### config.mk
export PLATFORM = sky130hd
export DESIGN_NAME = gray_bin_pipe
export DESIGN_NICKNAME = d
export VERILOG_FILES = /design/src/rtl/gray_bin_pipe.sv
export SDC_FILE = /design/constraint.sdc
export NUM_CORES = 1
export LEC_CHECK = 0
export ABC_AREA = 0
export BUFFER_PORTS_ARGS = -buffer_cell sky130_fd_sc_hd__buf_2
export CAP_MARGIN = 30
export CORE_MARGIN = 5
export CORE_UTILIZATION = 49
export DETAILED_ROUTE_END_ITERATION = 8
export PLACE_DENSITY = 0.76
export SLEW_MARGIN = 40
export SYNTH_ARGS = -nofsm -noshare
export SYNTH_HDL_FRONTEND = slang
export SYNTH_SLANG_ARGS = --single-unit
### constraint.sdc
create_clock -name clk -period 1.7 [get_ports clk]
set_clock_uncertainty 0.2 [all_clocks]
set_input_delay 0.17 -clock clk [delete_from_list [all_inputs] [get_ports clk]]
set_output_delay 0.17 -clock clk [all_outputs]
set_load 0.05 [all_outputs]
### src/rtl/gray_bin_pipe.sv
// Gray<->binary converter with a valid/ready pipeline of STAGES registers.
// Define GRAY_ADJ_CHECK_EN to add the gray-adjacency error checker on mode-0 words.
module gray_bin_pipe #(
  parameter int unsigned WIDTH  = 5,
  parameter int unsigned STAGES = 2
) (
  input  logic             clk,
  input  logic             rst,
  input  logic             in_valid,
  output logic             in_ready,
  input  logic             mode,
  input  logic [WIDTH-1:0] din,
  output logic             out_valid,
  input  logic             out_ready,
  output logic [WIDTH-1:0] dout,
  output logic             mode_o,
  output logic             err
);

  logic             stall;
  logic [WIDTH-1:0] conv_d;
  logic             vld_q  [STAGES];
  logic             mode_q [STAGES];
  logic [WIDTH-1:0] data_q [STAGES];

  assign stall    = vld_q[STAGES-1] && !out_ready;
  assign in_ready = !stall;

  // Gray->binary bit i is the XOR of all gray bits at or above i (prefix XOR by shifts).
  always_comb begin
    conv_d = din ^ (din >> 1);
    if (!mode) begin
      conv_d = din;
      for (int unsigned k = 1; k < WIDTH; k++) begin
        conv_d = conv_d ^ (din >> k);
      end
    end
  end

  always_ff @(posedge clk) begin
    if (rst) begin
      for (int unsigned s = 0; s < STAGES; s++) begin
        vld_q[s]  <= 1'b0;
        mode_q[s] <= 1'b0;
        data_q[s] <= '0;
      end
    end else if (!stall) begin
      vld_q[0] <= in_valid;
      if (in_valid) begin
        data_q[0] <= conv_d;
        mode_q[0] <= mode;
      end
      for (int unsigned s = 1; s < STAGES; s++) begin
        vld_q[s] <= vld_q[s-1];
        if (vld_q[s-1]) begin
          data_q[s] <= data_q[s-1];
          mode_q[s] <= mode_q[s-1];
        end
      end
    end
  end

  assign out_valid = vld_q[STAGES-1];
  assign dout      = data_q[STAGES-1];
  assign mode_o    = mode_q[STAGES-1];

`ifdef GRAY_ADJ_CHECK_EN
  logic             accept;
  logic             err_q [STAGES];
  logic [WIDTH-1:0] hist_q;
  logic             hist_vld_q;
  logic [WIDTH-1:0] diff;
  logic             adj_err;

  assign accept  = in_valid && !stall;
  assign diff    = din ^ hist_q;
  // Exactly one differing bit <=> diff nonzero and a power of two.
  assign adj_err = !mode && hist_vld_q &&
                   !((diff != '0) && ((diff & (diff - {{(WIDTH-1){1'b0}}, 1'b1})) == '0));

  always_ff @(posedge clk) begin
    if (rst) begin
      for (int unsigned s = 0; s < STAGES; s++) begin
        err_q[s] <= 1'b0;
      end
      hist_q     <= '0;
      hist_vld_q <= 1'b0;
    end else begin
      if (!stall) begin
        err_q[0] <= in_valid && adj_err;
        for (int unsigned s = 1; s < STAGES; s++) begin
          err_q[s] <= err_q[s-1];
        end
      end
      if (accept && !mode) begin
        hist_q     <= din;
        hist_vld_q <= 1'b1;
      end
    end
  end

  assign err = vld_q[STAGES-1] && err_q[STAGES-1];
`else
  assign err = 1'b0;
`endif

endmodule

==> flow_summary.html <==
<table>
<tr><th>Metric</th><th>Value</th></tr>
<tr><th colspan="2">Status</th></tr>
<tr><td>Outcome</td><td>completed</td></tr>
<tr><th colspan="2">Drt</th></tr>
<tr><td>Total wirelength of the detailed-routed design</td><td>996 um</td></tr>
<tr><td>Post-detailed-route DRC marker count</td><td>0</td></tr>
<tr><td>Initial detailed-routing violation count</td><td>5</td></tr>
<tr><td>Number of nets with antenna violations after routing</td><td>0</td></tr>
<tr><td>Via count</td><td>423</td></tr>
<tr><td>Router iterations before antenna repair</td><td>4</td></tr>
<tr><td>Number of vias per cell</td><td>4.976</td></tr>
<tr><td>Routed wire per std cell</td><td>around 12 um</td></tr>
<tr><th colspan="2">Logic synthesis</th></tr>
<tr><td>Gate Count Post-Synth</td><td>55</td></tr>
<tr><td>Net Count, Synth</td><td>65</td></tr>
<tr><td>Total number of yosys warnings</td><td>0</td></tr>
<tr><td>Flops &amp; latches, synth</td><td>14</td></tr>
<tr><td>Number of distinct library cell variants in the gate-level netlist after synthesis</td><td>16</td></tr>
<tr><td>Mapped Avg Cell Area</td><td>between 10 and 15 sq um</td></tr>
<tr><td>Part of the Yosys area used for sequential elements</td><td>60.54%</td></tr>
<tr><td>Cell area after technology mapping</td><td>just under 700 sq um</td></tr>
<tr><th colspan="2">Worst setup path</th></tr>
<tr><td>Type of the worst setup path</td><td>register to primary output</td></tr>
<tr><td>Worst Reg2Reg Path Length in Cells</td><td>3</td></tr>
<tr><td>Maximum fanout encountered on the critical timing path</td><td>5</td></tr>
<tr><td>Cell Chain, Critical Path</td><td>nor2b_4 &gt; inv_4 &gt; buf_2</td></tr>
<tr><td>Critical path data arrival time</td><td>1.12 ns</td></tr>
<tr><td>WP data required</td><td>between 1 and 1.5 ns</td></tr>
<tr><td>Critical-path top delay cell</td><td>sky130_fd_sc_hd__edfxtp_1</td></tr>
<tr><td>Type of destination of the critical path</td><td>primary output</td></tr>
<tr><td>Type of element launching the critical path</td><td>register</td></tr>
<tr><td>CP max stage delay</td><td>0.38 ns</td></tr>
<tr><th colspan="2">Clocking</th></tr>
<tr><td>Maximum level of the CTS H-tree</td><td>1</td></tr>
<tr><td>Clock edge transition at the registers on the reported setup and hold paths</td><td>0.08 ns</td></tr>
<tr><td>Number of clock buffers inserted by TritonCTS</td><td>3</td></tr>
<tr><td>Hold-fix buffers, CTS</td><td>0</td></tr>
<tr><td>Number of clock sinks seen by CTS</td><td>14</td></tr>
<tr><td>Latest clock arrival within the worst-skew pair</td><td>roughly 0.28 ns</td></tr>
<tr><td>Clock tree from TritonCTS</td><td>built</td></tr>
<tr><td>Number of buffers between clock root and the deepest sink</td><td>2</td></tr>
<tr><td>Clock root buffer</td><td>sky130_fd_sc_hd__clkbuf_4</td></tr>
<tr><td>Post-CTS setup-driven buffer insertion count</td><td>0</td></tr>
<tr><th colspan="2">Timing</th></tr>
<tr><td>Fin. Hold Viols</td><td>0</td></tr>
<tr><td>Max-slew violation count</td><td>0</td></tr>
<tr><td>Final worst-path cycle share</td><td>87.71%</td></tr>
<tr><td>Clock period minus worst slack</td><td>1.491 ns</td></tr>
<tr><td>Fin Hold WS</td><td>~0.013 ns</td></tr>
<tr><td>RSZ-0062 raised after global routing</td><td>no</td></tr>
<tr><td>F_max</td><td>670.6 MHz</td></tr>
<tr><td>Setup violations, final</td><td>0</td></tr>
<tr><th colspan="2">Die</th></tr>
<tr><td>Starting utilization of the core area</td><td>52.71%</td></tr>
<tr><td>Die height</td><td>roughly 48 um</td></tr>
<tr><td>Floorplan core area</td><td>roughly 1300 sq um</td></tr>
<tr><td>Number of ports placed on the die boundary</td><td>19</td></tr>
<tr><td>Overall die width</td><td>47.65 um</td></tr>
<tr><td>Placement row count</td><td>13</td></tr>
<tr><td>Area of the die</td><td>about 2300 sq um</td></tr>
<tr><th colspan="2">Global routing</th></tr>
<tr><td>Initial antenna violation count</td><td>0</td></tr>
<tr><td>Vias in the first global route</td><td>341</td></tr>
<tr><td>GRT Overall Usage</td><td>9.891%</td></tr>
<tr><td>Total global routing overflow</td><td>0</td></tr>
<tr><td>Largest net degree at the start of global routing</td><td>9</td></tr>
<tr><td>Wire length of the first global-routing pass</td><td>roughly 1500 um</td></tr>
<tr><th colspan="2">Power and ir drop</th></tr>
<tr><td>Worst voltage drop across the vdd grid</td><td>between 400 and 500 uV</td></tr>
<tr><td>Pwr/cell area</td><td>968.4 nW/um^2</td></tr>
<tr><td>Pleak</td><td>0.3419 nW</td></tr>
<tr><td>Post-layout power</td><td>0.7694 mW</td></tr>
<tr><th colspan="2">Finish</th></tr>
<tr><td>Storage element area</td><td>420.4 sq um</td></tr>
<tr><td>Fin nets</td><td>81</td></tr>
<tr><td>Diodes inserted</td><td>0</td></tr>
<tr><td>Core Util, Final</td><td>60.30%</td></tr>
<tr><td>Commonest non-fill, non-tap cells in the layout</td><td>sky130_fd_sc_hd__buf_2, sky130_fd_sc_hd__edfxtp_1, sky130_fd_sc_hd__and2_1</td></tr>
<tr><td>Multi-input logic area</td><td>approximately 240 sq um</td></tr>
<tr><td>Syn-to-layout area delta</td><td>14.41%</td></tr>
<tr><td>Number of filler instances in the final layout</td><td>102</td></tr>
<tr><td>Leading cell type in the layout, fill and taps excluded</td><td>sky130_fd_sc_hd__buf_2</td></tr>
<tr><td>Fraction of final layout cells sized beyond drive strength 1</td><td>approximately a third</td></tr>
<tr><th colspan="2">Hold path</th></tr>
<tr><td>Hold-critical path depth</td><td>2</td></tr>
<tr><td>Hold Crit Class</td><td>input pin to register</td></tr>
<tr><th colspan="2">Placement</th></tr>
<tr><td>Final GP Congestion</td><td>0.7389</td></tr>
<tr><td>IO buf count</td><td>17</td></tr>
<tr><th colspan="2">Job</th></tr>
<tr><td>Number of max-capacitance violations reported</td><td>0</td></tr>
</table>
per-stage QoR:
| stage | TNS [ns] | worst slack [ns] | instance area [sq um] | std cells |
|---|---|---|---|---|
| floorplan | -0.1190 | -0.009913 | 704.4 | 55 |
| global placement | 0 | 0.1755 | 763.2 | 81 |
| detailed placement | 0 | 0.1633 | 763.2 | 81 |
| CTS | 0 | 0.1629 | 789.5 | 85 |
| global route | 0 | 0.1671 | 794.5 | 85 |
| finish | 0 | 0.2089 | 794.5 | 85 |
synth_stat cells, drive strengths merged:
master	count	area share [%]
o21ai	2	1.4
a21o	2	2.2
nand2b	1	0.90
and2	10	9.0
or3	3	2.7
xnor3	1	3.2
nor2b	2	1.8
nor3	1	0.72
edfxtp	14	61
xnor2	2	2.5
a21oi	2	1.4
xor2	3	3.8
buf	6	6.5
nor2	4	2.2
conb	1	0.54
inv	1	0.54
registers in the layout, summed over array words and instances (netlist names):
signal	flops
mode_q	2
vld_q	2
data_q	10
final cells by class:
type	instances	area share [%]
inverters	1	0.7874
flip-flops and latches	14	52.91
clock inverters	1	0.4724
clock buffers	3	2.835
repair buffers	17	10.71
well taps	15	2.362
multi-input cells	34	29.92
repair_timing:
item,CTS,global route
endpoints found under the hold margin,0,0
resized for setup,0,1
setup endpoints to repair,0,8
logic make-up after synthesis:
group,Yosys count,share of synthesized area (%)
AOI/OAI and AO/OA,6,5.045
xor gates and xnor gates,6,9.550
buffers and inverters,7,7.026
DFF,14,60.54
other,1,0.5400
and+or+nand+nor,21,17.30
path summary, 6_finish.rpt:
| kind | startpoint | end | slack [ns] |
|---|---|---|---|
| setup reg to reg | vld_q[0][1] | data_q[0][0] | 0.27 |
| hold / removal | in_valid | vld_q[0][0] | 0.01 |
| setup / recovery | vld_q[0][1] | in_ready | 0.21 |
| hold reg to reg | data_q[0][3] | data_q[0][8] | 0.32 |
report_power, final:
part / leakage, nW / internal [mW] / switching, mW
registers: 0.153 / 0.415 / 0.00707
clock network: 0.0154 / 0.0853 / 0.109
logic: 0.174 / 0.0483 / 0.105
total: 0.342 / 0.548 / 0.221
worst max-delay path, delay by kind of cell (launching register included):
family,cells,cell delay (ns)
buf+inv,2,0.30
flops,1,0.38
simple gates,1,0.16
layer usage:
| layer | vias to the layer above | global-route usage (%) | routed length (um) |
|---|---|---|---|
| met5 | - | 0 | 0 |
| met4 | 0 | 8.065 | 33 |
| met3 | 5 | 2.256 | 90 |
| met2 | 17 | 15.78 | 480 |
| met1 | 187 | 11.24 | 391 |
| li1 | 214 | - | - |
Note: power is estimated with default switching activity, not from simulation.
